<file path="config.mk">
export PLATFORM = sky130hd
export DESIGN_NAME = req_select_encoder_flat
export DESIGN_NICKNAME = d
export VERILOG_FILES = /design/src/rtl/req_select_encoder_pkg.sv /design/src/rtl/req_select_encoder_if.sv /design/src/rtl/req_select_encoder_prio_pick.sv /design/src/rtl/req_select_encoder.sv /design/src/flat_wrapper.sv
export SDC_FILE = /design/constraint.sdc
export NUM_CORES = 1
export LEC_CHECK = 0
export CAP_MARGIN = 10
export CORE_MARGIN = 2
export CORE_UTILIZATION = 53
export CTS_CLUSTER_DIAMETER = 60
export CTS_CLUSTER_SIZE = 25
export DETAILED_ROUTE_END_ITERATION = 8
export HOLD_SLACK_MARGIN = 0.08
export PLACE_DENSITY = 0.81
export SYNTH_ARGS = -nofsm -noshare
export SYNTH_HDL_FRONTEND = slang
export SYNTH_SLANG_ARGS = --single-unit
</file>
<file path="constraint.sdc">
create_clock -name _CLK -period 4.1 [get_ports _CLK]
set_input_delay 0.82 -clock _CLK [delete_from_list [all_inputs] [get_ports _CLK]]
set_output_delay 0.82 -clock _CLK [all_outputs]
set_load 0.005 [all_outputs]
</file>
<file path="src/rtl/req_select_encoder_pkg.sv">
// Shared types for the 8-to-3 request select encoder.
// Build option ROUND_ROBIN_EN selects rotating priority.
package kangaroo_logic_pkg;
  typedef enum logic [1:0] {
    IDLE,
    SETUP,
    GRANT,
    RELEASE
  } enc_state_t;

  typedef logic [2:0] req_idx_t;

  localparam int N_REQ = 8;
endpackage

</file>
<file path="src/rtl/req_select_encoder_if.sv">
// Request/decoder-pin bundle for req_select_encoder.
// master = encoder side, slave = request source / decoder side.
interface req_select_encoder_if;
  import kangaroo_logic_pkg::*;

  logic             _EI;
  logic [N_REQ-1:0] _R;
  logic             _A;
  logic             _B;
  logic             _GRP;
  logic             _G;
  logic             _GS;
  logic             _EO;

  modport master (
    input  _EI, _R,
    output _A, _B, _GRP, _G, _GS, _EO
  );

  modport slave (
    output _EI, _R,
    input  _A, _B, _GRP, _G, _GS, _EO
  );
endinterface

</file>
<file path="src/rtl/req_select_encoder_prio_pick.sv">
// Combinational priority pick over active-high requests.
// Search runs from start, downward (DESCEND=1) or upward with wrap.
module prio_pick
  import kangaroo_logic_pkg::*;
#(
  parameter bit DESCEND = 1'b1
) (
  input  logic [N_REQ-1:0] req,
  input  req_idx_t         start,
  output req_idx_t         idx,
  output logic             any
);

  req_idx_t cand;

  // Walk the search order backwards so the earliest hit is written last.
  always_comb begin
    idx  = start;
    any  = 1'b0;
    cand = start;
    for (int i = N_REQ - 1; i >= 0; i--) begin
      cand = DESCEND ? start - req_idx_t'(i)
                     : start + req_idx_t'(i);
      if (req[cand]) begin
        idx = cand;
        any = 1'b1;
      end
    end
  end

endmodule

</file>
<file path="src/rtl/req_select_encoder.sv">
// Sequential 8-to-3 request encoder/arbiter driving a dual 2-to-4 decoder.
// Define ROUND_ROBIN_EN for rotating priority; default is fixed (highest wins).
module req_select_encoder
  import kangaroo_logic_pkg::*;
#(
  parameter int HOLD_MIN    = 1,
  parameter int DEAD_CYCLES = 1
) (
  input logic                  _CLK,
  input logic                  _RESET,
  req_select_encoder_if.master bus
);

  localparam int HW = $clog2(HOLD_MIN + 1);
  localparam int DW = $clog2(DEAD_CYCLES + 1);

  enc_state_t       state, state_n;
  logic [N_REQ-1:0] req_q;
  req_idx_t         sel, sel_n;
  req_idx_t         win, start;
  logic             any;
  logic [HW-1:0]    hold_cnt, hold_n;
  logic [DW-1:0]    dead_cnt, dead_n;
  logic             g_n, gs_n, eo_n;

`ifdef ROUND_ROBIN_EN
  req_idx_t ptr;
  assign start = ptr + req_idx_t'(1);

  prio_pick #(.DESCEND(1'b0)) u_pick (
    .req   (~req_q),
    .start (start),
    .idx   (win),
    .any   (any)
  );

  always_ff @(posedge _CLK or posedge _RESET) begin
    if (_RESET)
      ptr <= req_idx_t'(7);
    else if (state == SETUP && state_n == GRANT)
      ptr <= sel;
  end
`else
  assign start = req_idx_t'(7);

  prio_pick #(.DESCEND(1'b1)) u_pick (
    .req   (~req_q),
    .start (start),
    .idx   (win),
    .any   (any)
  );
`endif

  always_comb begin
    state_n = state;
    sel_n   = sel;
    hold_n  = hold_cnt;
    dead_n  = dead_cnt;
    unique case (state)
      IDLE: begin
        if (!bus._EI && any) begin
          sel_n   = win;
          state_n = SETUP;
        end
      end
      SETUP: begin
        hold_n  = HW'(1);
        dead_n  = DW'(1);
        state_n = bus._EI ? RELEASE : GRANT;
      end
      GRANT: begin
        if (bus._EI ||
            (req_q[sel] && hold_cnt >= HW'(HOLD_MIN))) begin
          state_n = RELEASE;
          dead_n  = DW'(1);
        end else if (hold_cnt < HW'(HOLD_MIN)) begin
          hold_n = hold_cnt + HW'(1);
        end
      end
      RELEASE: begin
        if (dead_cnt >= DW'(DEAD_CYCLES))
          state_n = IDLE;
        else
          dead_n = dead_cnt + DW'(1);
      end
    endcase
  end

  // Pins lag the state by one edge; an abort lifts _G on that same edge.
  always_comb begin
    g_n  = !(state == GRANT && !bus._EI);
    gs_n = (state == IDLE);
    eo_n = !(state == IDLE && !bus._EI && !any);
  end

  always_ff @(posedge _CLK or posedge _RESET) begin
    if (_RESET) begin
      state    <= IDLE;
      req_q    <= '1;
      sel      <= '0;
      hold_cnt <= '0;
      dead_cnt <= '0;
      bus._A   <= 1'b0;
      bus._B   <= 1'b0;
      bus._GRP <= 1'b0;
      bus._G   <= 1'b1;
      bus._GS  <= 1'b1;
      bus._EO  <= 1'b1;
    end else begin
      state    <= state_n;
      req_q    <= bus._R;
      sel      <= sel_n;
      hold_cnt <= hold_n;
      dead_cnt <= dead_n;
      bus._A   <= sel[0];
      bus._B   <= sel[1];
      bus._GRP <= sel[2];
      bus._G   <= g_n;
      bus._GS  <= gs_n;
      bus._EO  <= eo_n;
    end
  end

endmodule

</file>
<file path="src/flat_wrapper.sv">
// flat-port wrapper written by rule: the top's interface ports become plain ports
module req_select_encoder_flat import kangaroo_logic_pkg::*;
#(
  parameter int HOLD_MIN    = 1,
  parameter int DEAD_CYCLES = 1
)
  (_CLK, _RESET, bus__EI, bus__R, bus__A, bus__B, bus__GRP, bus__G, bus__GS, bus__EO);
  req_select_encoder_if bus_i ();
  input logic _CLK;
  input logic _RESET;
  input wire logic [$bits(bus_i._EI)-1:0] bus__EI;
  input wire logic [$bits(bus_i._R)-1:0] bus__R;
  output wire logic [$bits(bus_i._A)-1:0] bus__A;
  output wire logic [$bits(bus_i._B)-1:0] bus__B;
  output wire logic [$bits(bus_i._GRP)-1:0] bus__GRP;
  output wire logic [$bits(bus_i._G)-1:0] bus__G;
  output wire logic [$bits(bus_i._GS)-1:0] bus__GS;
  output wire logic [$bits(bus_i._EO)-1:0] bus__EO;
  assign bus_i._EI = bus__EI;
  assign bus_i._R = bus__R;
  assign bus__A = bus_i._A;
  assign bus__B = bus_i._B;
  assign bus__GRP = bus_i._GRP;
  assign bus__G = bus_i._G;
  assign bus__GS = bus_i._GS;
  assign bus__EO = bus_i._EO;
  req_select_encoder #(.HOLD_MIN(HOLD_MIN), .DEAD_CYCLES(DEAD_CYCLES)) u_core (._CLK(_CLK), ._RESET(_RESET), .bus(bus_i));
endmodule
</file>
## Word-level counts from Yosys, hierarchy flattened

Index checks and enable logic that the tools add are counted.

| operators by class | value |
|---|---|
| shifts and indexed selects | 0 |
| multiply operators | 0 |
| mux-type cells | 29 |
| bitwise gates (word level) | 1 |
| add/sub/neg operators | 2 |
| equality and inequality tests | 9 |
| divide/modulo/power cells | 0 |
| reduce and logical (&&, ||, !) cells | 17 |
| order comparisons | 4 |

Operators by type and width:

| cell | count |
|---|---|
| $mux W3 | 8 |
| $mux W1 | 14 |
| $reduce_and A3 Y1 | 3 |
| $not A8 Y8 | 1 |
| $pmux W2 S4 | 1 |
| $mux W2 | 3 |
| $ne A2 B1 Y1 const B | 3 |
| $ne A2 B2 Y1 const B | 3 |
| $logic_and A1 B1 Y1 | 5 |
| $eq A2 B2 Y1 const B | 2 |
| $logic_not A1 Y1 | 4 |
| $lt A3 B4 Y1 const B | 1 |
| $bmux W1 S3 | 1 |
| $pmux W1 S3 | 1 |
| $reduce_bool A3 Y1 | 1 |
| $add A1 B1 Y1 const B | 2 |
| $eq A2 B1 Y1 const B | 1 |
| $ge A1 B1 Y1 const B | 2 |
| $logic_not A2 Y1 | 1 |
| $pmux W1 S2 | 1 |
| $reduce_and A2 Y1 | 1 |
| $reduce_bool A2 Y1 | 1 |
| $logic_or A1 B1 Y1 | 1 |
| $lt A1 B1 Y1 const B | 1 |

| word-level totals | value |
|---|---|
| memory bits (read-only) | 0 |
| memory bits (writable) | 0 |
| bits in latches | 0 |
| input port bits | 11 |
| output and inout port bits | 6 |
| memories | 0 |
| word-level logic and storage cells | 73 |
| register bits after elaboration | 21 |

## Depth between registers and ports, before layout

Gate-level depths: netlist of the first run.

| logic depth | value |
|---|---|
| word-level depth | 12 |
| depth in mapped cells | 6 |
| depth with buffers taken out | 6 |

## Modules after synthesis

A second synthesis of the first run with hierarchy kept.

| second synthesis, totals | value |
|---|---|
| cell total of the unflattened synthesis | 171 |
| area total of the unflattened synthesis | 1762.9 um^2 |

By module, submodules not included:

| module | area each (um^2) | seq. area each (um^2) | cells an instance | times used |
|---|---|---|---|---|
| req_select_encoder | 903.4 | 539.3 | 69 | 1 |
| prio_pick | 859.6 | 0.0 | 102 | 1 |

## Worst setup path before layout of the first run

No wires, ideal clock.

| timing | value |
|---|---|
| path kind | input to register |
| start point | input port bus__EI |
| end point | register u_core.state[1] |
| stages on the path | 4 |
| buffers on the path | 0 |
| required time | 3975 ps |
| arrival time | 1484 ps |
| setup slack | 2491 ps |
| library setup time | 125 ps |
| cell sequence | nand2b_1 o21bai_4 nand3_2 mux2_4 |

| on the way | value |
|---|---|
| longest elaborated chain between the ends | 4 |
| elaborated cells between the ends (all ways) | 6 |
| those cells by class | eq/ne (2); reduce/logical (4) |

RTL lines:

| element | RTL line | text |
|---|---|---|
| start, declared | flat_wrapper.sv:11 | `input wire logic [$bits(bus_i._EI)-1:0] bus__EI;` |
| $logic_not A1 Y1 | req_select_encoder.sv:61 | `if (!bus._EI && any) begin` |
| $logic_and A1 B1 Y1 | req_select_encoder.sv:61 |  |
| $ne A2 B2 Y1 (no line) | n/a |  |
| $reduce_and A3 Y1 (no line) (*) | n/a |  |
| end signal, assigned | req_select_encoder.sv:110 | `state <= state_n;` |
| end, declared | req_select_encoder.sv:17 | `enc_state_t state, state_n;` |

Every way passes the cells marked *; elsewhere a longest branch is shown, timed or not.
A chain may end at the register's enable or synchronous reset.

## Final worst setup path of the first run

| timing | value |
|---|---|
| start point | register u_core.bus._G |
| end point | output port bus__G |

RTL lines:

| element | RTL line | text |
|---|---|---|
| start, declared | req_select_encoder_if.sv:17 | `output _A, _B, _GRP, _G, _GS, _EO` |
| start signal, assigned | req_select_encoder.sv:118 | `bus._G <= g_n;` |
| end, declared | flat_wrapper.sv:16 | `output wire logic [$bits(bus_i._G)-1:0] bus__G;` |

No word-level cell between the ends.

==> metrics, run 1 <==
final setup vio count=0; Via density=5.44; worst path cell trace=clkdlybuf4s50_1; Final Hold Fails=0; footprint of the multi-input gates=roughly 350 µm²; Sw Ratio=0.307; Die Span Y=between 40 and 50 µm; first-pass GRT wire length=2230 µm; crit path launch=u_core.bus._G; status=finished clean; share of layout cells above drive strength 1=0.253; synth-to-layout area growth=22.8%; gr usage total=0.160; Tmin final=2.13 ns; H-tree levels=1; starting density of the core=0.582; Setup CP Type=flip-flop to primary output; commonest cells after routing, fill and taps aside=16 x clkdlybuf4s50_1, 11 x dfstp_2, 10 x dfrtp_1; port bufs=16; hold depth=1; Fillers=108; die width=45.4 µm; Worst Clk Skew=0.00636 ns; CTS tree=done; clock share of power=0.145; Power Density=568 nW/µm²; top cells by area, synth=dfstp_2 32%, dfrtp_1 28%, ha_1 5.5%, nand2b_1 2.8%, o21ai_0 2.8%; initial antenna violation count=0; CTS buffer count=3; Sequential Area=between 500 and 600 µm²; Post-DRT Antenna Nets=0; Synth Warn #=0; Final Slew Violations=0; drc violations=0; slew margin rel.=0.534; initial DRC count=4; Min-Delay Endpoint=u_core.dead_cnt; worst-margin pin slew=0.699 ns; Mean Syn Cell Area=12.8 µm²; RR Endpoint=u_core.state[1]; Vias=around 580; total grt overflow=0; P_sw=194 µW; Worst Path Buf+Inv=1; CTS Sinks=21; r2r startpoint=u_core.sel[0]; global placer's final weighted congestion=0.819; dominant cell type by area after synthesis=dfstp_2; Netlist cell types=25; post-CTS sizing=0; Pleak=about 0.46 nW; CTS Buffer Depth=2; WP data required=between 3 and 4 ns; CP startpoint kind=flip-flop; placed cells=approximately 100; delay-heaviest family, CP=flip-flops; Worst Hold Launch=u_core.dead_cnt; worst hold path type=flip-flop to flip-flop; cells after synthesis=71; total power=633 µW; clock-pin slew on the worst setup and hold paths=approximately 0.10 ns; Logic pwr share=0.371; Crit path largest cell delay=0.53 ns; postcts setup bufs=0; commonest non-fill, non-tap cell in the layout=clkdlybuf4s50_1; r2r setup slk=2.43 ns; Fin Setup TNS=0 ns; post-synth top area share=0.319; WL/cell=between 10 and 15 µm; Final Cycle Share=0.520; nets=107; Clk Latency, worst-skew pair=approximately 0.3 ns; Worst Path Arrival=1.31 ns; final WL=1340 µm; I/O pin total=17; worst-path cell with the longest stage delay=dfstp_2; vias in the first global route=~540; Placeable Area=1560 µm²; Crit Path Max Fanout=1; HPWL after detailed placement=1060 µm; FMAX=469 MHz; Syn Nets=between 80 and 90; Pint=439 µW; Finished Layout Cells=107; Root Buffer=clkbuf_4; max-cap violations=0; RSZ-0062 raised after global routing=false; # hold bufs at CTS=0; largest net degree at the start of global routing=22; Seq/Total Area, Yosys=0.594; Row Count=14; Synth Cell Area=907 µm²; DR pass1 iterations=4; Worst setup EP type=primary output; die footprint=2060 µm²; Seq cells post-synth=21; r2r worst-path depth=5; Antenna Cells=0; worst vdd ir=between 0.0002 and 0.0003 V; sequential power share=0.485
-- worst max-delay path by stage --
stage                            to  slack, ns  cells after the start
floorplan           u_core.state[1]       2.49                      4
global placement    u_core.state[1]       1.96                      5
detailed placement  u_core.state[1]       1.89                      5
CTS                          bus__G       1.96                      1
global route                bus__GS       1.92                      1
finish                       bus__G       1.97                      1
-- metrics by stage --
| stage | util | cell area, µm² | setup slack (ns) | hold slack [ns] |
|---|---|---|---|---|
| after detailed placement | 0.697 | 1090 | 1.89 | 0.443 |
| after floorplan | - | 907 | 2.49 | 0.419 |
| final | 0.714 | 1110 | 1.97 | 0.460 |
| after global routing | 0.714 | 1110 | 1.92 | 0.473 |
| after global placement | 0.697 | 1090 | 1.96 | 0.453 |
| after CTS | 0.714 | 1110 | 1.96 | 0.466 |
-- cell usage after synthesis --
master and n:
nand3b_1 1, a21oi_1 2, mux4_2 1, a21boi_0 1, o221ai_2 1, o21bai_4 1, nor2_2 1, a21o_1 2
nand3_1 1, nor2_1 4, and4_4 1, ha_1 4, and4_1 2, dfstp_2 11, o21ai_0 5, nand3_2 1
o22ai_1 1, mux2_2 2, dfrtp_1 10, and2_1 1, inv_1 6, a31oi_1 3, nand2b_1 4, nand2_1 4
mux2_4 1
-- registers in the layout, summed over array words and instances, names as in the netlist --
name,flops
u_core.bus._GRP,1
u_core.dead_cnt,1
u_core.hold_cnt,1
u_core.bus._EO,1
u_core.sel,3
u_core.bus._A,1
u_core.bus._GS,1
u_core.req_q,8
u_core.state,2
u_core.bus._G,1
u_core.bus._B,1
-- cell families after synthesis --
logic type                 Yosys count  share of synthesized area
muxes                                4                     0.0662
DFF                                 21                      0.594
buffers and inverters                6                     0.0248
AOI/OAI and AO/OA                   16                      0.128
adders and majority gates            4                     0.0552
and+or+nand+nor                     20                      0.131
-- power by group through the flow --
stage | logic (mW) | registers, mW | clock network [mW]
after global routing | 0.262 | 0.315 | 0.102
after detailed placement | 0.236 | 0.311 | 0
after CTS | 0.236 | 0.307 | 0.0958
after global placement | 0.231 | 0.309 | 0
after floorplan | 0.156 | 0.303 | 0
final | 0.234 | 0.307 | 0.0916
-- layer usage --
metal | global-route usage | wire length, µm | part of all wire | vias up
li1 | - | - | - | 285
met1 | 0.193 | 635 | 0.47 | 276
met2 | 0.249 | 608 | 0.45 | 17
met3 | 0.0714 | 82 | 0.061 | 4
met4 | 0.0706 | 18 | 0.013 | 0
met5 | 0 | 0 | 0 | -
-- final cells by class --
cell class,instances,share of cell area
inverter,6,0.0202
tap,16,0.0180
sequential,21,0.484
multi-input combinational,44,0.310
timing repair buffer,16,0.144
clock buffer,4,0.0236
(Power assumes the default switching activity.)
==> run 2: changes to the inputs <==
- CORE_UTILIZATION: 53 -> 44
- PLACE_DENSITY: 0.81 -> 0.72
- clock period: 4.1 -> 1.92 ns (I/O delays scaled with it)
==> metrics, run 2 (synthesized netlist as in run 1, its figures left out) <==
Pleak=0.471 nW; status=finished clean; largest net degree at the start of global routing=22; total grt overflow=0; Worst Path Buf+Inv=0; worst hold path type=input port to asynchronous set/reset pin; Fillers=175; Die Span Y=49.4 µm; I/O pin total=17; FMAX=between 500 and 600 MHz; WP data required=2.12 ns; Power Density=1210 nW/µm²; nets=108; Worst setup EP type=flip-flop; Row Count=16; Crit Path Max Fanout=5; synth-to-layout area growth=25.2%; largest register by flop count=u_core.req_q; CTS Buffer Depth=2; delay-heaviest family, CP=multiplexers; CTS buffer count=3; Finished Layout Cells=119; commonest non-fill, non-tap cell in the layout=clkdlybuf4s50_1; final setup vio count=0; worst vdd ir=0.000650 V; Final Cycle Share=0.902; Setup CP Type=flip-flop to flip-flop; postcts setup bufs=0; post-route cell area=between 1000 and 1500 µm²; # hold bufs at CTS=0; WL/cell=12.9 µm; r2r setup slk=0.19 ns; CP startpoint kind=flip-flop; Sequential Area=539 µm²; die width=about 50 µm; post-CTS sizing=0; RSZ-0062 raised after global routing=false; Worst Clk Skew=0.00163 ns; footprint of the multi-input gates=between 300 and 400 µm²; CTS Sinks=21; Post-DRT Antenna Nets=0; Root Buffer=clkbuf_4; final WL=1530 µm; share of layout cells above drive strength 1=0.272; Antenna Cells=0; first-pass GRT wire length=2640 µm; worst-path cell with the longest stage delay=mux4_2; port bufs=16; Worst Path Arrival=1.93 ns; worst slack, placed=0.164 ns; starting density of the core=0.462; H-tree levels=1; HPWL after detailed placement=roughly 1100 µm; max FFs per register=8; Vias=593; CTS tree=done; clock-pin slew on the worst setup and hold paths=0.11 ns; Final Slew Violations=0; worst-margin pin slew=0.251 ns; vias in the first global route=548; worst hold slack=0.383 ns; DR pass1 iterations=4; placed cells=between 100 and 150; max-cap violations=0; biggest regs=u_core.req_q (8), u_core.sel (3), u_core.state (2); Placeable Area=between 1500 and 2000 µm²; Tmin final=1.73 ns; worst path cell trace=mux4_2 -> nor2_2 -> o21bai_4 -> nand3_2 -> mux2_4; Final Hold Fails=0; placed cell area=1110 µm²; initial DRC count=14; drc violations=0; gr usage total=0.151; Via density=4.98; PnR worst setup slack=around 0.19 ns; initial antenna violation count=0; commonest cells after routing, fill and taps aside=16 x clkdlybuf4s50_1, 11 x dfstp_2, 10 x dfrtp_1; crit path launch=u_core.sel[0]; Crit path largest cell delay=between 0.5 and 0.6 ns; r2r startpoint=u_core.sel[0]; Clk Latency, worst-skew pair=0.30 ns; Fin Setup TNS=0 ns; die footprint=2440 µm²; global placer's final weighted congestion=~0.79; slew margin rel.=0.833
run 2: final cells by class:
cell class                      instances  area share
Clock inverter                          1     0.00441
Timing Repair Buffer                   17       0.148
Inverter                                6      0.0198
Multi-Input combinational cell         44       0.304
Sequential cell                        21       0.475
Clock buffer                            3      0.0198
Tap cell                               27      0.0297
run 2: per-layer routing:
| layer | up-vias | part of all wire | track usage |
|---|---|---|---|
| met5 | - | 0 | 0 |
| met4 | 0 | 0.033 | 0.111 |
| met3 | 5 | 0.052 | 0.0276 |
| met2 | 26 | 0.49 | 0.225 |
| met1 | 274 | 0.43 | 0.197 |
| li1 | 288 | - | - |
run 2: path summary, 6_finish.rpt:
path,to,cells after the start
max in group asynchronous,u_core.bus._EO,3
min,u_core.dead_cnt,3
min in group _CLK,u_core.req_q[5],1
max reg2reg,u_core.state[1],5
min reg2reg,u_core.bus._B,0
max,u_core.state[1],5
run 2: power by group:
| part | internal [mW] | switching, mW | leakage (nW) |
|---|---|---|---|
| Clock | 0.0778 | 0.135 | 0.0177 |
| Combinational | 0.295 | 0.215 | 0.233 |
| Sequential | 0.563 | 0.0903 | 0.220 |
run 2: through the flow:
step	total power, mW	utilization
final	1.38	0.579
after global routing	1.47	0.579
after CTS	1.38	0.579
after detailed placement	1.17	0.565
after global placement	1.15	0.565
after floorplan	0.981	-
run 2: worst reg2reg max path, delay by kind of cell (launching register included):
kind | cells | cell delay (ns)
AOI/OAI and AO/OA | 1 | 0.09
and+or+nand+nor | 2 | 0.22
muxes | 2 | 0.84
DFF | 1 | 0.47
